### src/rtl/text_line_fill_if.sv
// text_line_fill_if: bus between the text line filler and its surroundings.
// master (filler): inputs hcount, vcount, tr_rd_data, font_data;
//                  outputs tr_rd_addr, font_addr, pixbuf_wr (active-low), pixbuf_wr_addr, pixbuf_wr_data.
// slave (timing_gen, text RAM, font ROM, pixbuf): the opposite directions.
interface text_line_fill_if;
    logic [15:0] hcount;
    logic [15:0] vcount;
    logic [11:0] tr_rd_addr;
    logic [15:0] tr_rd_data;
    logic [11:0] font_addr;
    logic [7:0]  font_data;
    logic        pixbuf_wr;
    logic [9:0]  pixbuf_wr_addr;
    logic [15:0] pixbuf_wr_data;
    modport master (
        input  hcount, vcount, tr_rd_data, font_data,
        output tr_rd_addr, font_addr, pixbuf_wr, pixbuf_wr_addr, pixbuf_wr_data
    );
    modport slave (
        output hcount, vcount, tr_rd_data, font_data,
        input  tr_rd_addr, font_addr, pixbuf_wr, pixbuf_wr_addr, pixbuf_wr_data
    );
endinterface

### src/rtl/text_line_fill.sv
// text_line_fill: renders the next scanline of 100x37 text into the pixel buffer just behind the beam.
// Ports: clk (pixel clock), nrst (sync active-low reset), bus (text_line_fill_if.master):
//   hcount/vcount in, tr_rd_addr/tr_rd_data text RAM, font_addr/font_data font ROM, pixbuf_wr* write port.
module text_line_fill (
    input logic              clk,
    input logic              nrst,
    text_line_fill_if.master bus
);
    localparam int H_VISIBLE  = 800;
    localparam int V_VISIBLE  = 600;
    localparam int V_TOTAL    = 628;
    localparam int COLS       = 100;
    localparam int TEXT_ROWS  = 37;
    localparam int FILL_START = 4;
    localparam logic [11:0] PALETTE [16] = '{
        12'h000, 12'h00A, 12'h0A0, 12'h0AA, 12'hA00, 12'hA0A, 12'hA50, 12'hAAA,
        12'h555, 12'h55F, 12'h5F5, 12'h5FF, 12'hF55, 12'hF5F, 12'hFF5, 12'hFFF
    };
    typedef enum logic [1:0] {IDLE, FILL, BLANK} state_t;
    state_t      state_q, state_d;
    logic [9:0]  cyc_q, cyc_d;
    logic [11:0] base_q, base_d;
    logic [3:0]  glyph_q, glyph_d;
    logic [3:0]  fg_q, fg_d, bg_q, bg_d;
    logic [7:0]  sh_q, sh_d;
    logic [3:0]  pf_q, pf_d, pb_q, pb_d;
    logic [11:0] tr_q, tr_d;
    logic [11:0] fa_q, fa_d;
    logic        wr_q, wr_d;
    logic [9:0]  wa_q, wa_d;
    logic [15:0] wd_q, wd_d;
    logic [15:0] tgt;
    logic [9:0]  pix;
    logic [11:0] colour;
    assign tgt    = (bus.vcount == 16'(V_TOTAL - 1)) ? 16'd0 : bus.vcount + 16'd1;
    // cyc_q counts cycles since the trigger; pixel p is registered when cyc_q == p+3
    assign pix    = cyc_q - 10'd3;
    assign colour = PALETTE[sh_q[3'd7 - pix[2:0]] ? pf_q : pb_q];
    always_comb begin
        state_d = state_q;
        cyc_d   = cyc_q + 10'd1;
        base_d  = base_q;
        glyph_d = glyph_q;
        fg_d    = fg_q;
        bg_d    = bg_q;
        sh_d    = sh_q;
        pf_d    = pf_q;
        pb_d    = pb_q;
        tr_d    = tr_q;
        fa_d    = fa_q;
        wr_d    = 1'b1;
        wa_d    = wa_q;
        wd_d    = wd_q;
        if (state_q == IDLE) begin
            cyc_d = '0;
            if (bus.hcount == 16'(FILL_START) && tgt < 16'(V_VISIBLE)) begin
                state_d = (tgt < 16'(TEXT_ROWS * 16)) ? FILL : BLANK;
                base_d  = {6'd0, tgt[9:4]} * 12'd100;
                glyph_d = tgt[3:0];
            end
        end else begin
            // three-stage fetch per 8-cycle cell: text address, font address + attrs, glyph into shifter;
            // the shifter reload coincides with the last pixel of the previous cell
            if (state_q == FILL && cyc_q < 10'(COLS * 8)) begin
                if (cyc_q[2:0] == 3'd0)
                    tr_d = base_q + 12'(cyc_q[9:3]);
                if (cyc_q[2:0] == 3'd1) begin
                    fa_d = {bus.tr_rd_data[7:0], glyph_q};
                    fg_d = bus.tr_rd_data[11:8];
                    bg_d = bus.tr_rd_data[15:12];
                end
                if (cyc_q[2:0] == 3'd2) begin
                    sh_d = bus.font_data;
                    pf_d = fg_q;
                    pb_d = bg_q;
                end
            end
            if (cyc_q >= 10'd3) begin
                wr_d = 1'b0;
                wa_d = pix;
                wd_d = (state_q == FILL) ? {4'd0, colour} : 16'd0;
            end
            if (cyc_q == 10'(H_VISIBLE + 2))
                state_d = IDLE;
        end
    end
    always_ff @(posedge clk) begin
        if (!nrst) begin
            state_q <= IDLE;
            cyc_q   <= '0;
            base_q  <= '0;
            glyph_q <= '0;
            fg_q    <= '0;
            bg_q    <= '0;
            sh_q    <= '0;
            pf_q    <= '0;
            pb_q    <= '0;
            tr_q    <= '0;
            fa_q    <= '0;
            wr_q    <= 1'b1;
            wa_q    <= '0;
            wd_q    <= '0;
        end else begin
            state_q <= state_d;
            cyc_q   <= cyc_d;
            base_q  <= base_d;
            glyph_q <= glyph_d;
            fg_q    <= fg_d;
            bg_q    <= bg_d;
            sh_q    <= sh_d;
            pf_q    <= pf_d;
            pb_q    <= pb_d;
            tr_q    <= tr_d;
            fa_q    <= fa_d;
            wr_q    <= wr_d;
            wa_q    <= wa_d;
            wd_q    <= wd_d;
        end
    end
    assign bus.tr_rd_addr     = tr_q;
    assign bus.font_addr      = fa_q;
    assign bus.pixbuf_wr      = wr_q;
    assign bus.pixbuf_wr_addr = wa_q;
    assign bus.pixbuf_wr_data = wd_q;
endmodule

### src/flat_wrapper.sv
// flat-port wrapper written by rule: the top's interface ports become plain ports
module text_line_fill_flat 
  (clk, nrst, bus_hcount, bus_vcount, bus_tr_rd_data, bus_font_data, bus_tr_rd_addr, bus_font_addr, bus_pixbuf_wr, bus_pixbuf_wr_addr, bus_pixbuf_wr_data);
  text_line_fill_if bus_i ();
  input logic clk;
  input logic nrst;
  input wire logic [$bits(bus_i.hcount)-1:0] bus_hcount;
  input wire logic [$bits(bus_i.vcount)-1:0] bus_vcount;
  input wire logic [$bits(bus_i.tr_rd_data)-1:0] bus_tr_rd_data;
  input wire logic [$bits(bus_i.font_data)-1:0] bus_font_data;
  output wire logic [$bits(bus_i.tr_rd_addr)-1:0] bus_tr_rd_addr;
  output wire logic [$bits(bus_i.font_addr)-1:0] bus_font_addr;
  output wire logic [$bits(bus_i.pixbuf_wr)-1:0] bus_pixbuf_wr;
  output wire logic [$bits(bus_i.pixbuf_wr_addr)-1:0] bus_pixbuf_wr_addr;
  output wire logic [$bits(bus_i.pixbuf_wr_data)-1:0] bus_pixbuf_wr_data;
  assign bus_i.hcount = bus_hcount;
  assign bus_i.vcount = bus_vcount;
  assign bus_i.tr_rd_data = bus_tr_rd_data;
  assign bus_i.font_data = bus_font_data;
  assign bus_tr_rd_addr = bus_i.tr_rd_addr;
  assign bus_font_addr = bus_i.font_addr;
  assign bus_pixbuf_wr = bus_i.pixbuf_wr;
  assign bus_pixbuf_wr_addr = bus_i.pixbuf_wr_addr;
  assign bus_pixbuf_wr_data = bus_i.pixbuf_wr_data;
  text_line_fill u_core (.clk(clk), .nrst(nrst), .bus(bus_i));
endmodule
### config.mk
export PLATFORM = sky130hd
export DESIGN_NAME = text_line_fill_flat
export DESIGN_NICKNAME = d
export VERILOG_FILES = /design/src/rtl/text_line_fill_if.sv /design/src/rtl/text_line_fill.sv /design/src/flat_wrapper.sv
export SDC_FILE = /design/constraint.sdc
export NUM_CORES = 1
export LEC_CHECK = 0
export ABC_AREA = 1
export BUFFER_PORTS_ARGS = -buffer_cell sky130_fd_sc_hd__buf_2
export CAP_MARGIN = 10
export CORE_ASPECT_RATIO = 0.75
export CORE_MARGIN = 1
export CORE_UTILIZATION = 59
export CTS_CLUSTER_DIAMETER = 200
export DETAILED_ROUTE_END_ITERATION = 12
export PLACE_DENSITY = 0.88
export SLEW_MARGIN = 20
export SYNTH_ARGS = -nofsm -noshare
export SYNTH_HDL_FRONTEND = slang
export SYNTH_SLANG_ARGS = --single-unit
### constraint.sdc
create_clock -name clk -period 10.25 [get_ports clk]
set_input_delay 1.025 -clock clk [delete_from_list [all_inputs] [get_ports clk]]
set_output_delay 1.025 -clock clk [all_outputs]
set_load 0.01 [all_outputs]
==> summary.md <==
| Metric | Value |
|---|---|
| Initial Util | a little over 60% |
| Gp weighted congestion | 0.933 |
| Period minus WS final | 4150 ps |
| Post-synthesis async set-or-reset flop share | 0% |
| Hold buffer count at cts | 0 |
| Ports | 109 |
| Launch point of the worst reg-to-reg path | u_core.cyc_q[0] |
| Worst hold stages | 2 |
| Fin. Hold Viols | 0 |
| Nets@finish | 875 |
| Worst Min Path Start | u_core.pf_q[3] |
| Dominant synthesized flop cell | dfxtp_1 |
| Sequential fraction of the synthesis area | a little over a third |
| Clk sinks | 90 |
| Via count | 4753 |
| Cell-internal power | 0.570 mW |
| Final period utilization | 40.5% |
| Worst-path clk slew | ~60 ps |
| Cell Pwr Density | around 130 nW/µm² |
| GRT Overall Usage | 27.6% |
| Worst R2R End | u_core.bus.pixbuf_wr_data[6] |
| Synth warn | 0 |
| Htree depth | 3 |
| Vert. Die Dim | 81.9 µm |
| Share of power burned in registers | 46.3% |
| Clk pwr share | a little over two fifths |
| Multi-input logic area | 2640 µm² |
| Slew Limit Fails | 0 |
| Area Growth Syn to Fin | 15.9% |
| Netlist cell types | 40 |
| Die width | 109 µm |
| Hold Path Sink | u_core.pf_q[3] |
| Vias in the first global route | 4273 |
| Largest net degree at the start of global routing | 76 |
| CP Capture Type | flip-flop |
| Top cell by count, worst path | ha_1 |
| TritonRoute pass-1 iters | 5 |
| Most frequent cells in the layout | 105 x inv_1, 104 x buf_2, 90 x nand2_1, 90 x dfxtp_1, 85 x o21ai_0 |
| Reg2reg path depth | 12 |
| RSZ-0062 raised after global routing | false |
| Rel. slew slack | 33.9% |
| Fillers | 619 |
| Crit-path max cell delay | roughly 450 ps |
| Post-route setup TNS | 0 ps |
| Crit-path leading delay family | adder cells |
| Worst slack, placed | 5800 ps |
| Sw frac | 24.4% |
| Power Total | roughly 0.75 mW |
| Max Fclk | 0.241 GHz |
| Slack of the critical path | 6100 ps |
| DP HPWL | 8870 µm |
| CP Max Fanout | 5 |
| Port Buffers | between 100 and 150 |
| CTS buffer count | 9 |
| Die footprint | 8890 µm² |
| FP Rows | 28 |
| Clk Latency, worst-skew pair | about 340 ps |
| Total gr overflow | 0 |
| Slowest library cell on the worst path | nor4_1 |
| Synth top area cells | dfxtp_1 36%, ha_1 8.5%, o21ai_0 8.5%, inv_1 7.8%, a21oi_1 7.3% |
| Share of the synthesized area in the top cell type | roughly 36% |
| First-pass GRT wire length | about 19000 µm |
| Slew @ Worst Pin | 989 ps |
| Peak VDD IR | 0.000117 V |
| R2R setup slack | 7690 ps |
| DRT antenna net count | 0 |
| Worst hold path type | reg2reg |
| Post_cts resized | 0 |
| Drt total wl | 11900 µm |
| Most common cell after layout, fill and taps aside | inv_1 |
| Sw Pwr | 0.184 mW |
| Number of max-cap violations | 0 |
| Worst-path cell chain | buf_2 > ha_1 > nand4_1 > nor4_1 > inv_1 > o21ai_0 > a21oi_1 > ha_1 > ha_1 > ha_1 > ha_1 > a21oi_1 > nand2_1 > a21oi_1 > nor2_1 > nor2_1 > xor2_1 > o21ai_0 > nor2_1 |
| Kind of critical path | in2reg |
| Post-synthesis cell area | 5020 µm² |
| Fin Clk Skew | between 5 and 6 ps |
| Ant diodes | 0 |
| Syn Inst Count | between 600 and 700 |
| CORE AREA | 8060 µm² |
| Final setup viols | 0 |
| CP Data Arrival Time | 4430 ps |
| Drt wl/cell | 13.4 µm |
| Root Buffer | clkbuf_16 |
| Register area | 1800 µm² |
| Logic gate share of total power | 9.8% |
| Number of flops mapped to enable cells by yosys | 0 |
| # DRC | 0 |
| Number of buffers added for setup after CTS | 0 |
| Startpoint types | input port |
| Drt initial violations | 318 |
| Drt via density | 5.33 |
| P_leak | 2.79 nW |
| WP buf/inv | 2 |
| Yosys reg bits | 90 |
| Synth area leader | dfxtp_1 |
| CTS tree | yes |
| Clk buf depth | 2 |
| Post-synthesis area per instance | 7.25 µm² |
| Total placed instance area | 5510 µm² |
| CP required | 10530 ps |
| Initial antenna violation count | 0 |
| Layout cell share with drive strength beyond 1 | 19.2% |
| Placed cells | 875 |
| Status | completed |
| Design Area, Final | 5820 µm² |
| Non-Filler Instances | about 890 |
cells by family (layout without fill, tap and decap cells):
logic type | count (synthesis) | in the layout | share of synthesized area (%)
xor+xnor | 20 | 20 | 3.49
other cells | 1 | 4 | 0.0747
fa+ha+maj | 36 | 36 | 9.27
simple gates | 233 | 233 | 21.5
flops | 90 | 90 | 35.9
compound gates | 173 | 173 | 17.9
buf+inv | 140 | 230 | 11.9
metal layers:
layer / wire length [µm] / GRT usage [%] / up-vias
met4: 125 / 8.38 / 0
met3: 815 / 5.32 / 13
met5: 0 / 0 / -
met1: 5630 / 36.9 / 2165
met2: 5360 / 45.4 / 155
li1: - / - / 2420
worst register-to-register path: stages, from the launching register on:
cell	delay (ps)
dfxtp_1	560
inv_1	210
ha_1	400
inv_1	120
a21oi_1	130
o21ai_0	90
nand3_1	70
nand2_1	150
o21ai_0	370
nand2_1	120
nor2_1	100
nor2_1	50
nor2_1	120
sequential cells by signal, summed over array words and instances, names as in the netlist:
register / count
u_core.bus.tr_rd_addr: 12
u_core.bg_q: 4
u_core.state_q: 2
u_core.sh_q: 8
u_core.cyc_q: 10
u_core.bus.pixbuf_wr_addr: 10
u_core.fg_q: 4
u_core.bus.font_addr: 12
u_core.pb_q: 4
u_core.bus.pixbuf_wr: 1
u_core.base_q: 10
u_core.pf_q: 4
u_core.glyph_q: 4
u_core.bus.pixbuf_wr_data: 5
Yosys cell counts (11+ instances only):
| master | count |
|---|---|
| nor2_2 | 12 |
| o21ai_0 | 85 |
| a21oi_1 | 73 |
| xor2_1 | 15 |
| buf_4 | 11 |
| nand2_1 | 90 |
| nand3_1 | 32 |
| clkbuf_1 | 16 |
| inv_1 | 105 |
| ha_1 | 34 |
| nor2_1 | 66 |
| dfxtp_1 | 90 |
power groups by stage:
stage                     logic, mW  registers [mW]  clock network [mW]
final                        0.0741           0.350               0.331
after global routing         0.0847           0.349               0.346
after CTS                    0.0736           0.350               0.335
after detailed placement     0.0730           0.358                   0
after global placement       0.0699           0.358                   0
after floorplan              0.0493           0.358                   0
stage by stage:
stage	hold WS, ps	util (%)
floorplan	420	-
global placement	429	68.4
detailed placement	434	68.4
CTS	444	72.2
global route	465	72.2
finish	441	72.2
area by class of cell:
class | count | area share, %
clock buffer | 9 | 3.87
timing repair buffer | 106 | 9.20
inverter | 108 | 7.05
sequential | 90 | 31.0
multi-input combinational | 466 | 45.3
tap | 105 | 2.26
clock inverter | 7 | 1.31
how the worst max path moves through the flow:
stage,startpoint,end,slack (ps),cells after the start
2_1_floorplan,bus_vcount[0],u_core.base_q[11],6280,18
3_3_place_gp,bus_vcount[0],u_core.base_q[11],5890,19
3_5_place_dp,bus_vcount[0],u_core.base_q[11],5800,19
4_1_cts,bus_vcount[0],u_core.base_q[11],6150,19
5_1_grt,bus_vcount[0],u_core.base_q[11],5640,19
6_report,bus_vcount[0],u_core.base_q[11],6100,19
No activity file was read; power rests on OpenSTA's default activity.
